[config.mk]
export PLATFORM = sky130hd
export DESIGN_NAME = mem_arbiter_flat
export DESIGN_NICKNAME = d
export VERILOG_FILES = /design/src/rtl/mem_arbiter_if.sv /design/src/rtl/mem_arbiter.sv /design/src/flat_wrapper.sv
export SDC_FILE = /design/constraint.sdc
export NUM_CORES = 1
export LEC_CHECK = 0
export ABC_AREA = 1
export BUFFER_PORTS_ARGS = -buffer_cell sky130_fd_sc_hd__buf_4
export CELL_PAD_IN_SITES_DETAIL_PLACEMENT = 0
export CELL_PAD_IN_SITES_GLOBAL_PLACEMENT = 1
export CORE_AREA = 4 4 89 91
export CTS_CLUSTER_SIZE = 20
export DETAILED_ROUTE_END_ITERATION = 10
export DIE_AREA = 0 0 93 95
export MAX_ROUTING_LAYER = met4
export PLACE_DENSITY = 0.8
export RECOVER_POWER = 100
export SLEW_MARGIN = 15
export SYNTH_ARGS = -nofsm -noshare
export SYNTH_HDL_FRONTEND = slang
export SYNTH_SLANG_ARGS = --single-unit
[constraint.sdc]
create_clock -name clk -period 2.2 [get_ports clk]
set_input_delay 0.44 -clock clk [delete_from_list [all_inputs] [get_ports clk]]
set_output_delay 0.44 -clock clk [all_outputs]
set_load 0.005 [all_outputs]
[src/rtl/mem_arbiter_if.sv]
// Bundle between the arbiter, its three requesters and the shared memory port.
// The arbiter takes the slave view; the requester/memory side takes the master view.
interface mem_arbiter_if #(
    parameter int ADDR_W = 16,
    parameter int DATA_W = 16
);
    logic              i_req;
    logic [ADDR_W-1:0] i_addr;
    logic              d_req;
    logic [ADDR_W-1:0] d_addr;
    logic              wr_req;
    logic [ADDR_W-1:0] wr_addr;
    logic [DATA_W-1:0] wr_data;
    logic [DATA_W-1:0] mem_rdata;
    logic              mem_valid;
    logic              mem_en;
    logic              mem_wr;
    logic [ADDR_W-1:0] mem_addr;
    logic [DATA_W-1:0] mem_wdata;
    logic              i_valid;
    logic              d_valid;
    logic [DATA_W-1:0] rdata;
    logic              i_busy;
    logic              d_busy;
    logic              wr_ack;

    modport slave (
        input  i_req, i_addr, d_req, d_addr, wr_req, wr_addr, wr_data,
               mem_rdata, mem_valid,
        output mem_en, mem_wr, mem_addr, mem_wdata, i_valid, d_valid, rdata,
               i_busy, d_busy, wr_ack
    );

    modport master (
        output i_req, i_addr, d_req, d_addr, wr_req, wr_addr, wr_data,
               mem_rdata, mem_valid,
        input  mem_en, mem_wr, mem_addr, mem_wdata, i_valid, d_valid, rdata,
               i_busy, d_busy, wr_ack
    );
endinterface

[src/rtl/mem_arbiter.sv]
// Fixed-priority arbiter for one multicycle memory port: stores > D-fill > I-fill.
// A fill owns the port for a whole line; aborted fills drain their outstanding reads.
module mem_arbiter #(
    parameter int ADDR_W = 16,
    parameter int DATA_W = 16,
    parameter int BEATS  = 8
) (
    input  logic          clk,
    input  logic          rst,
    mem_arbiter_if.slave  bus
);
    localparam logic [3:0] BEATS_C = 4'(BEATS);

    typedef enum logic [2:0] {IDLE, I_FILL, D_FILL, WRITE, DRAIN} state_e;

    state_e     state_q, state_d;
    logic [3:0] issued_q, issued_d;
    logic [3:0] returned_q, returned_d;

    logic       fill, issue, owner_req;
    logic [3:0] ret_inc;

    assign fill      = (state_q == I_FILL) || (state_q == D_FILL);
    assign issue     = fill && (issued_q < BEATS_C);
    assign owner_req = (state_q == I_FILL) ? bus.i_req : bus.d_req;
    assign ret_inc   = returned_q + {3'b000, bus.mem_valid};

    always_comb begin
        state_d    = state_q;
        issued_d   = issued_q;
        returned_d = returned_q;
        case (state_q)
            IDLE: begin
                issued_d   = '0;
                returned_d = '0;
                if (bus.wr_req)     state_d = WRITE;
                else if (bus.d_req) state_d = D_FILL;
                else if (bus.i_req) state_d = I_FILL;
            end
            WRITE: state_d = IDLE;
            I_FILL, D_FILL: begin
                issued_d   = issued_q + {3'b000, issue};
                returned_d = ret_inc;
                if (ret_inc == BEATS_C) begin
                    state_d    = IDLE;
                    issued_d   = '0;
                    returned_d = '0;
                end else if (!owner_req) begin
                    state_d = DRAIN;
                end
            end
            DRAIN: begin
                returned_d = ret_inc;
                // Reads issued before the abort still return; swallow them all.
                if (ret_inc >= issued_q) begin
                    state_d    = IDLE;
                    issued_d   = '0;
                    returned_d = '0;
                end
            end
            default: state_d = IDLE;
        endcase
    end

    always_ff @(posedge clk) begin
        if (rst) begin
            state_q    <= IDLE;
            issued_q   <= '0;
            returned_q <= '0;
        end else begin
            state_q    <= state_d;
            issued_q   <= issued_d;
            returned_q <= returned_d;
        end
    end

    logic [ADDR_W-1:0] addr_o;
    logic [DATA_W-1:0] wdata_o;

    always_comb begin
        addr_o       = '0;
        wdata_o      = '0;
        bus.mem_en   = 1'b0;
        bus.mem_wr   = 1'b0;
        bus.i_valid  = 1'b0;
        bus.d_valid  = 1'b0;
        bus.wr_ack   = 1'b0;
        bus.i_busy   = bus.i_req;
        bus.d_busy   = bus.d_req;
        // While reset is held every requester stays blocked and the port is quiet.
        if (!rst) begin
            case (state_q)
                WRITE: begin
                    bus.mem_en = 1'b1;
                    bus.mem_wr = 1'b1;
                    addr_o     = bus.wr_addr;
                    wdata_o    = bus.wr_data;
                    bus.wr_ack = 1'b1;
                end
                I_FILL: begin
                    bus.mem_en  = issue;
                    addr_o      = bus.i_addr;
                    bus.i_valid = bus.mem_valid;
                    bus.i_busy  = 1'b0;
                end
                D_FILL: begin
                    bus.mem_en  = issue;
                    addr_o      = bus.d_addr;
                    bus.d_valid = bus.mem_valid;
                    bus.d_busy  = 1'b0;
                end
                default: ;
            endcase
        end
    end

    assign bus.mem_addr  = addr_o;
    assign bus.mem_wdata = wdata_o;
    assign bus.rdata     = bus.mem_rdata;
endmodule

[src/flat_wrapper.sv]
// flat-port wrapper written by rule: the top's interface ports become plain ports
module mem_arbiter_flat 
#(
    parameter int ADDR_W = 16,
    parameter int DATA_W = 16,
    parameter int BEATS  = 8
)
  (clk, rst, bus_i_req, bus_i_addr, bus_d_req, bus_d_addr, bus_wr_req, bus_wr_addr, bus_wr_data, bus_mem_rdata, bus_mem_valid, bus_mem_en, bus_mem_wr, bus_mem_addr, bus_mem_wdata, bus_i_valid, bus_d_valid, bus_rdata, bus_i_busy, bus_d_busy, bus_wr_ack);
  mem_arbiter_if #(.ADDR_W(ADDR_W), .DATA_W(DATA_W)) bus_i ();
  input  logic clk;
  input  logic rst;
  input wire logic [$bits(bus_i.i_req)-1:0] bus_i_req;
  input wire logic [$bits(bus_i.i_addr)-1:0] bus_i_addr;
  input wire logic [$bits(bus_i.d_req)-1:0] bus_d_req;
  input wire logic [$bits(bus_i.d_addr)-1:0] bus_d_addr;
  input wire logic [$bits(bus_i.wr_req)-1:0] bus_wr_req;
  input wire logic [$bits(bus_i.wr_addr)-1:0] bus_wr_addr;
  input wire logic [$bits(bus_i.wr_data)-1:0] bus_wr_data;
  input wire logic [$bits(bus_i.mem_rdata)-1:0] bus_mem_rdata;
  input wire logic [$bits(bus_i.mem_valid)-1:0] bus_mem_valid;
  output wire logic [$bits(bus_i.mem_en)-1:0] bus_mem_en;
  output wire logic [$bits(bus_i.mem_wr)-1:0] bus_mem_wr;
  output wire logic [$bits(bus_i.mem_addr)-1:0] bus_mem_addr;
  output wire logic [$bits(bus_i.mem_wdata)-1:0] bus_mem_wdata;
  output wire logic [$bits(bus_i.i_valid)-1:0] bus_i_valid;
  output wire logic [$bits(bus_i.d_valid)-1:0] bus_d_valid;
  output wire logic [$bits(bus_i.rdata)-1:0] bus_rdata;
  output wire logic [$bits(bus_i.i_busy)-1:0] bus_i_busy;
  output wire logic [$bits(bus_i.d_busy)-1:0] bus_d_busy;
  output wire logic [$bits(bus_i.wr_ack)-1:0] bus_wr_ack;
  assign bus_i.i_req = bus_i_req;
  assign bus_i.i_addr = bus_i_addr;
  assign bus_i.d_req = bus_d_req;
  assign bus_i.d_addr = bus_d_addr;
  assign bus_i.wr_req = bus_wr_req;
  assign bus_i.wr_addr = bus_wr_addr;
  assign bus_i.wr_data = bus_wr_data;
  assign bus_i.mem_rdata = bus_mem_rdata;
  assign bus_i.mem_valid = bus_mem_valid;
  assign bus_mem_en = bus_i.mem_en;
  assign bus_mem_wr = bus_i.mem_wr;
  assign bus_mem_addr = bus_i.mem_addr;
  assign bus_mem_wdata = bus_i.mem_wdata;
  assign bus_i_valid = bus_i.i_valid;
  assign bus_d_valid = bus_i.d_valid;
  assign bus_rdata = bus_i.rdata;
  assign bus_i_busy = bus_i.i_busy;
  assign bus_d_busy = bus_i.d_busy;
  assign bus_wr_ack = bus_i.wr_ack;
  mem_arbiter #(.ADDR_W(ADDR_W), .DATA_W(DATA_W), .BEATS(BEATS)) u_core (.clk(clk), .rst(rst), .bus(bus_i));
endmodule
==> impl_metrics.tcl, run 1 <==
set metrics [dict create \
    status "complete, no violations" \
    core-area_sq_um 7140 \
    cts_root_buf "clkbuf_8" \
    crit_path_end_kind "output port" \
    clockBufferDepth 2 \
    ant_nets 0 \
    p_per_area_nw_per_um2 807 \
    ys_ff_latch 11 \
    crit_path_top_delay_cell "dfxtp_1" \
    drt_pre_antenna_iters 4 \
    routed_wl_um 5320 \
    syn_area_per_cell_sq_um 5.38 \
    vias 1989 \
    ys_warn_count 0 \
    grt_use_met2_pct 20.3 \
    slew_violations 0 \
    critPathMaxFanout 9 \
    critPathTopFamily "simple AND/OR/NAND/NOR gates" \
    post-place-ws_ps 8.13 \
    netlist_instances 285 \
    cts_tree "yes" \
    drt_iter0_drc 66 \
    yosys.cell_types.count 26 \
    synth_area_leader_cell "nand2_1" \
    cts.clk_slew.worst_paths_ps 50 \
    synth.top_cell.area_share_pct 26.2 \
    busiest_layer "met2" \
    drive_gt1_share_pct 35.7 \
    hold_class "flop to flop" \
    met1_usage_pct 14.5 \
    finalWorstSetupSlack_ps 165 \
    gr-usage-all-layers_pct 11.9 \
    cap_violations 0 \
    areaGrowthSynthToFinish_pct 55.8 \
    die_x_um 93 \
    antenna_found_initial 0 \
    setup_violations 0 \
    ir_drop_mv 0.353 \
    clock_latency_ps 240 \
    fin_nets 470 \
    placedInstanceArea_sq_um 2330 \
    leakagePower_nw 1.33 \
    syn_area_sq_um 1530 \
    grt_max_degree 29 \
    drc 0 \
    synth_ff_type "dfxtp_1" \
    crit_buf_inv 3 \
    routedWlPerCell_um 11.2 \
    start_kind "flop" \
    worstPathArrival_ps 1590 \
    synth-edff-count 0 \
    fin_worst_skew_ps 5.29 \
    crit_cells 8 \
    start_util_pct 21.5 \
    cpPeakStageDelay_ps 350 \
    post-route-min-period_ps 2030 \
    io_pins 141 \
    grt_pass1_vias 1947 \
    fin_crit_sh_pct 92.5 \
    tightest_slew_ps 678 \
    diodes 0 \
    die_area_sq_um 8840 \
    design_area_sq_um 2390 \
    numClockSinks 11 \
    vias_per_cell 4.20 \
    slew_headroom_pct 54.7 \
    crit_type "flop to output port" \
    final_cells 474 \
    cp_common_cell "nor2_1" \
    seq_area_frac_synth_pct 14.4 \
    yosysMostFrequentCell "nand2_1" \
    gp_congestion 0.799 \
    syn_nets 379 \
    fillCellCount 847 \
    die_height_um 95 \
    grt_use_met3_pct 2.07 \
    yosys-top-cells-count "nand2_1 (107), inv_1 (31), nor2_1 (31)" \
    hold_depth 2 \
    async_flop_share_pct 0 \
    rr_worst_depth 10 \
    cts-buffers-inserted 3 \
    maxClockFrequency_mhz 491 \
    synth_area_leaders "nand2_1 (26%), dfxtp_1 (14%), buf_4 (8.3%)" \
    place_hpwl_um 4240 \
    finalHoldViolations 0 \
    worstPathRequired_ps 1760 \
    row_count 31 \
    grt-ovfl-total 0 \
    dp_cells 469 \
    io_buffers 108 \
    htreeDepth 1 \
    grt_pass1_wl_um 8540 \
    worstPathCellList "inv_2, nand3_2, nand2_4, inv_2, nor2_1, nor2_1, nor2_1, buf_4" \
]
## placed cells by master (no fill, tap or decap), types with 4 or more instances in the layout
cell type	instances
inv_1	31
ha_1	7
a21oi_1	10
o21ai_1	4
nand4_1	6
buf_4	82
dfxtp_1	11
nand2_1	107
inv_2	5
nand3_1	21
nor2_1	30
clkbuf_4	29
## cells by family after synthesis
logic type	share of synthesized area (%)
flip-flops	14.4
AND/OR/NAND/NOR	49.2
buffers and inverters	20.7
XOR/XNOR	0.572
AO/OA/AOI/OAI	8.57
adder cells (fa/ha/maj)	6.53
## what timing repair did
item                       CTS  global route
hold buffers                 0             0
resized for setup            0            10
buffers inserted             0             0
setup endpoints to repair    0            29
## registers in the layout (all words and copies together), names as in the netlist
name               flops
u_core.issued_q        4
u_core.state_q         3
u_core.returned_q      4
## metrics by stage
| stage | hold slack [ps] | setup TNS (ps) | util, % | total power [mW] |
|---|---|---|---|---|
| 2_1_floorplan | 447 | 0 | - | 1.25 |
| 3_3_place_gp | 465 | 0 | 32.6 | 1.73 |
| 3_5_place_dp | 471 | 0 | 32.6 | 1.73 |
| 4_1_cts | 480 | 0 | 33.2 | 1.94 |
| 5_1_grt | 505 | -5.60 | 33.5 | 2.18 |
| 6_report | 478 | 0 | 33.5 | 1.93 |
## where the power goes
| part | switching (mW) | total (mW) | internal [mW] |
|---|---|---|---|
| sequential | 0.0510 | 0.300 | 0.249 |
| clock | 0.0782 | 0.206 | 0.127 |
| combinational | 0.851 | 1.42 | 0.569 |
| total | 0.980 | 1.93 | 0.945 |
## per-layer routing
layer,routed length [um],share of wire (%)
met5,0,0
met4,54,1.0
met3,402,7.6
met2,2630,49
met1,2240,42
## final timing paths
kind / startpoint / slack [ps] / end
min: u_core.returned_q[0] / 480 / u_core.returned_q[0]
max: u_core.state_q[1] / 170 / bus_mem_en
max reg2reg: u_core.returned_q[0] / 240 / u_core.returned_q[2]
min reg2reg: u_core.returned_q[0] / 480 / u_core.returned_q[0]
## area by class of cell
type                       instances  area, sq um  share of cell area, %
timing repair buffer             112          837                   35.1
inverter                          39          156                   6.55
tap                               99          124                   5.19
clock buffer                       4         45.0                   1.89
sequential                        11          220                   9.22
timing repair inverter             1         5.00                  0.210
multi-input combinational        208         1000                   41.9
## worst reg2reg max path, cell delays in order (launching register included)
cell and delay [ps]:
dfxtp_1 330, ha_2 200, nand3_1 90, nand2_1 70, nand2_1 90, ha_1 300, a21oi_1 250, nand4_2 220
nand2_1 170, nand2_1 70, a21oi_1 110
Note: power is estimated with default switching activity, not from simulation.
==> inputs of run 2 (changes only) <==
--- a/config.mk
+++ b/config.mk
@@ -6,7 +6,7 @@
 export NUM_CORES = 1
 export LEC_CHECK = 0
 export ABC_AREA = 1
-export BUFFER_PORTS_ARGS = -buffer_cell sky130_fd_sc_hd__buf_4
+export BUFFER_PORTS_ARGS = -buffer_cell sky130_fd_sc_hd__clkbuf_2
 export CELL_PAD_IN_SITES_DETAIL_PLACEMENT = 0
 export CELL_PAD_IN_SITES_GLOBAL_PLACEMENT = 1
 export CORE_AREA = 4 4 89 91
==> impl_metrics.tcl, run 2 (synthesis results as in run 1) <==
set metrics [dict create \
    status "complete, no violations" \
    ant_nets 0 \
    gr-usage-all-layers_pct 11.3 \
    fin_nets 470 \
    cts_root_buf "clkbuf_8" \
    htreeDepth 1 \
    die_x_um 93 \
    rr_startpoint "u_core.returned_q[0]" \
    diodes 0 \
    regToRegSetupSlack_ps 240 \
    critPathMaxFanout 16 \
    grt-ovfl-total 0 \
    p_per_area_nw_per_um2 862 \
    slew_violations 0 \
    cts_tree "yes" \
    areaGrowthSynthToFinish_pct 36.1 \
    final_common_cell "nand2_1" \
    die_area_sq_um 8840 \
    drc 0 \
    gp_congestion 0.834 \
    slew_headroom_pct 80.2 \
    maxClockFrequency_mhz 492 \
    final_cell_mix "nand2_1 (107), clkbuf_2 (86), inv_1 (31)" \
    rr_worst_depth 13 \
    worstPathArrival_ps 1590 \
    numClockSinks 11 \
    post-route-min-period_ps 2030 \
    start_util_pct 21.5 \
    fin_crit_sh_pct 92.3 \
    r2r_end "u_core.state_q[2]" \
    cts-buffers-inserted 3 \
    io_buffers 108 \
    grt_pass1_wl_um 8000 \
    tightest_slew_ps 297 \
    finalHoldViolations 0 \
    setup_violations 0 \
    vias 1972 \
    finalWorstSetupSlack_ps 169 \
    start_kind "flop" \
    vias_per_cell 4.16 \
    hold_buffers 0 \
    antenna_found_initial 0 \
    ir_drop_mv 0.320 \
    routedWlPerCell_um 10.7 \
    cap_violations 0 \
    tns_ps 0 \
    postLayoutCoreUtil_pct 29.2 \
    routed_wl_um 5050 \
    largestRegisters "u_core.issued_q: 4 flops, u_core.returned_q: 4 flops, u_core.state_q: 3 flops" \
    post-place-ws_ps -1.62 \
    worstPathRequired_ps 1760 \
    crit_type "flop to output port" \
    hold_class "flop to flop" \
    fillCellCount 859 \
    clockBufferDepth 2 \
    crit_path_end "bus_mem_addr[7]" \
    grt_pass1_vias 1855 \
    cts.clk_slew.worst_paths_ps 50 \
    drt_pre_antenna_iters 5 \
    startpoint "u_core.state_q[1]" \
    seq_area_sq_um 220 \
    multi_input_area_sq_um 997 \
    core-area_sq_um 7140 \
    io_pins 141 \
    row_count 31 \
    drive_gt1_share_pct 29.9 \
    place_hpwl_um 4090 \
    crit_path_end_kind "output port" \
    clock_latency_ps 240 \
    rsz0062_at_grt "false" \
    drt_iter0_drc 105 \
    die_height_um 95 \
    grt_max_degree 22 \
    leakagePower_nw 1.20 \
    fin_worst_skew_ps 2.52 \
]
==> run 2: cell count changes in the layout (fill, tap and decap cells not counted), sizes merged <==
cell,change
buf,-77
clkbuf,+78
clkinv,-2
inv,+1
==> run 2: repair_timing <==
action / in CTS / in global routing
endpoints found under the setup margin: 0 / 13
gates resized for setup: 0 / 3
endpoints found under the hold margin: 0 / 0
setup buffers: 0 / 0
==> run 2: worst min path at each step <==
stage	depth (start not counted)	slack [ps]	startpoint	end
4_1_cts	2	470	u_core.returned_q[0]	u_core.returned_q[0]
3_5_place_dp	2	470	u_core.returned_q[0]	u_core.returned_q[0]
6_report	2	470	u_core.returned_q[0]	u_core.returned_q[0]
5_1_grt	2	510	u_core.returned_q[0]	u_core.returned_q[0]
2_1_floorplan	2	450	u_core.returned_q[0]	u_core.returned_q[0]
3_3_place_gp	2	470	u_core.returned_q[0]	u_core.returned_q[0]
==> run 2: report_power, final <==
part	internal [mW]	switching, mW	total (mW)
Combinational	0.462	0.834	1.30
Sequential	0.249	0.0490	0.298
Clock	0.127	0.0772	0.205
==> run 2: cell type report <==
| class | count | area share (%) |
|---|---|---|
| Clock buffer | 4 | 2.16 |
| Inverter | 39 | 7.14 |
| Multi-Input combinational cell | 208 | 47.8 |
| Sequential cell | 11 | 10.6 |
| Tap cell | 99 | 5.94 |
| Timing Repair Buffer | 113 | 26.4 |
==> run 2: worst max-delay path, cell delays in order, from the launching register on <==
cell and delay, ps:
dfxtp_1 350, inv_2 120, nand3_2 200, inv_2 290, a22oi_1 110, nand2_1 70, nand2_1 40, inv_1 60
clkbuf_1 110
==> run 2: per-layer routing <==
layer	global-route usage [%]	share of wire [%]	vias up
li1	-	-	1048
met1	13.5	44	841
met2	19.4	47	78
met3	1.51	8.2	5
met4	4.40	1.5	0
met5	-	0	-
==> run 2: metrics by stage <==
step,power (mW),cell area (sq um),hold WS (ps),std cells
floorplan,1.25,1530,447,285
global placement,1.63,2060,470,470
detailed placement,1.62,2060,465,470
CTS,1.85,2110,472,474
global route,2.04,2090,510,474
finish,1.80,2090,467,474
==> inputs of run 3 (changes only) <==
--- a/config.mk
+++ b/config.mk
@@ -9,13 +9,14 @@
 export BUFFER_PORTS_ARGS = -buffer_cell sky130_fd_sc_hd__clkbuf_2
 export CELL_PAD_IN_SITES_DETAIL_PLACEMENT = 0
 export CELL_PAD_IN_SITES_GLOBAL_PLACEMENT = 1
-export CORE_AREA = 4 4 89 91
+export CORE_AREA = 10 10 95 97
 export CTS_CLUSTER_SIZE = 20
 export DETAILED_ROUTE_END_ITERATION = 10
-export DIE_AREA = 0 0 93 95
+export DIE_AREA = 0 0 105 107
 export MAX_ROUTING_LAYER = met4
 export PLACE_DENSITY = 0.8
 export RECOVER_POWER = 100
+export REMOVE_ABC_BUFFERS = 1
 export SLEW_MARGIN = 15
 export SYNTH_ARGS = -nofsm -noshare
 export SYNTH_HDL_FRONTEND = slang
==> constraint.sdc (replaced) <==
create_clock -name clk -period 2.2 [get_ports clk]
set_input_delay 0.11 -clock clk [delete_from_list [all_inputs] [get_ports clk]]
set_output_delay 0.11 -clock clk [all_outputs]
set_load 0.005 [all_outputs]
==> impl_metrics.tcl, run 3 (synthesis results as in run 1) <==
set metrics [dict create \
    drive_gt1_share_pct 26.4 \
    finalWorstSetupSlack_ps 232 \
    areaGrowthSynthToFinish_pct 32.7 \
    finalHoldViolations 0 \
    slew_headroom_pct 54.5 \
    cts-buffers-inserted 3 \
    crit_type "flop to flop" \
    start_kind "flop" \
    grt_pass1_vias 2151 \
    antenna_found_initial 0 \
    status "complete, no violations" \
    fin_nets 466 \
    grt-ovfl-total 0 \
    cpPeakStageDelay_ps 310 \
    place_hpwl_um 4880 \
    slew_violations 0 \
    clock_latency_ps 240 \
    ant_nets 0 \
    final_common_cell "nand2_1" \
    hold_buffers 0 \
    htreeDepth 1 \
    grt_pass1_wl_um 9490 \
    clockBufferDepth 2 \
    rsz0062_at_grt "true" \
    die_area_sq_um 11200 \
    crit_buf_inv 2 \
    vias 1994 \
    cts_resized 0 \
    cp_common_cell "nand2_1" \
    numClockSinks 11 \
    routedWlPerCell_um 12.4 \
    tightest_slew_ps 682 \
    start_util_pct 21.5 \
    cts.clk_slew.worst_paths_ps 50 \
    p_per_area_nw_per_um2 861 \
    setup_violations 0 \
    io_pins 141 \
    routed_wl_um 5840 \
    diodes 0 \
    final_cell_mix "nand2_1 (107), clkbuf_2 (77), clkbuf_1 (32)" \
    critPathMaxFanout 4 \
    hold_class "input pin to output port" \
    worstPathCellList "ha_1, ha_1, inv_1, nand2_1, nand2_1, ha_1, nand2_1, inv_1, nand2_1, nand3_1, nor2_1, o21ai_1, a21oi_1" \
    core-area_sq_um 7140 \
    drt_iter0_drc 66 \
    critPathTopFamily "adder cells" \
    drt_pre_antenna_iters 4 \
    cts_root_buf "clkbuf_8" \
    grt_max_degree 34 \
    fin_crit_sh_pct 89.4 \
    crit_path_end_kind "flop" \
    largestRegisters "u_core.issued_q: 4 flops, u_core.returned_q: 4 flops, u_core.state_q: 3 flops" \
    ir_drop_mv 0.276 \
    cap_violations 0 \
    fillCellCount 836 \
    gr-usage-all-layers_pct 10.2 \
    fin_worst_skew_ps 3.61 \
    maxClockFrequency_mhz 508 \
    vias_per_cell 4.24 \
    worstPathArrival_ps 2140 \
    die_x_um 105 \
    crit_path_top_delay_cell "dfxtp_1" \
    gp_congestion 0.826 \
    row_count 31 \
    worstPathRequired_ps 2370 \
    leakagePower_nw 1.16 \
    io_buffers 108 \
    post-place-ws_ps 243 \
    drc 0 \
    cts_setup_buffers 0 \
    cts_tree "yes" \
    post-route-min-period_ps 1970 \
    die_height_um 107 \
    tns_ps 0 \
]
==> run 3: cell types whose count changed in the layout (fill, tap and decap cells not counted), sizes merged <==
cell  change
buf       -4
==> run 3: final cells by class <==
class / count / area [sq um] / area share, %
multi-input cells: 208 / 988 / 48.6
repair buffers: 109 / 509 / 25.0
flip-flops and latches: 11 / 220 / 10.8
inverters: 39 / 146 / 7.20
well taps: 99 / 124 / 6.09
clock buffers: 4 / 45.0 / 2.22
==> run 3: layer usage <==
layer	wire length, um	track usage [%]	vias to the layer above	share of wire, %
met4	66	3.14	0	1.1
met3	543	4.19	5	9.3
met5	0	-	-	0
met1	2660	11.4	842	46
li1	-	-	1040	-
met2	2560	16.4	107	44
==> run 3: metrics by stage <==
stage	hold slack [ps]	power, mW	utilization, %	instances	cell area (sq um)
CTS	220	1.83	29.1	470	2080
detailed placement	220	1.61	28.5	466	2030
floorplan	179	1.19	-	258	1360
finish	220	1.75	28.5	470	2030
global route	220	1.99	28.5	470	2030
global placement	220	1.60	28.5	466	2030
==> run 3: worst register-to-register path, cell delays in order (launching register included) <==
cell and delay [ps]:
dfxtp_1 310, ha_1 200, ha_1 200, inv_1 50
nand2_1 40, nand2_1 100, ha_1 230, nand2_1 60
inv_1 50, nand2_1 80, nand3_1 80, nor2_1 240
o21ai_1 120, a21oi_1 130
==> run 3: worst paths after layout <==
check | endpoint | cells after the start | startpoint | slack [ps]
worst max-delay path | u_core.issued_q[1] | 13 | u_core.returned_q[0] | 230
worst min-delay path | bus_rdata[0] | 0 | bus_mem_rdata[0] | 220
worst max register to register | u_core.issued_q[1] | 13 | u_core.returned_q[0] | 230
worst min register to register | u_core.returned_q[0] | 2 | u_core.returned_q[0] | 470
==> run 3: power by group <==
group	internal [mW]	switching [mW]	leakage, nW
Sequential	0.249	0.0475	0.0896
Combinational	0.431	0.815	1.04
Clock	0.128	0.0807	0.0228
Total	0.807	0.943	1.16
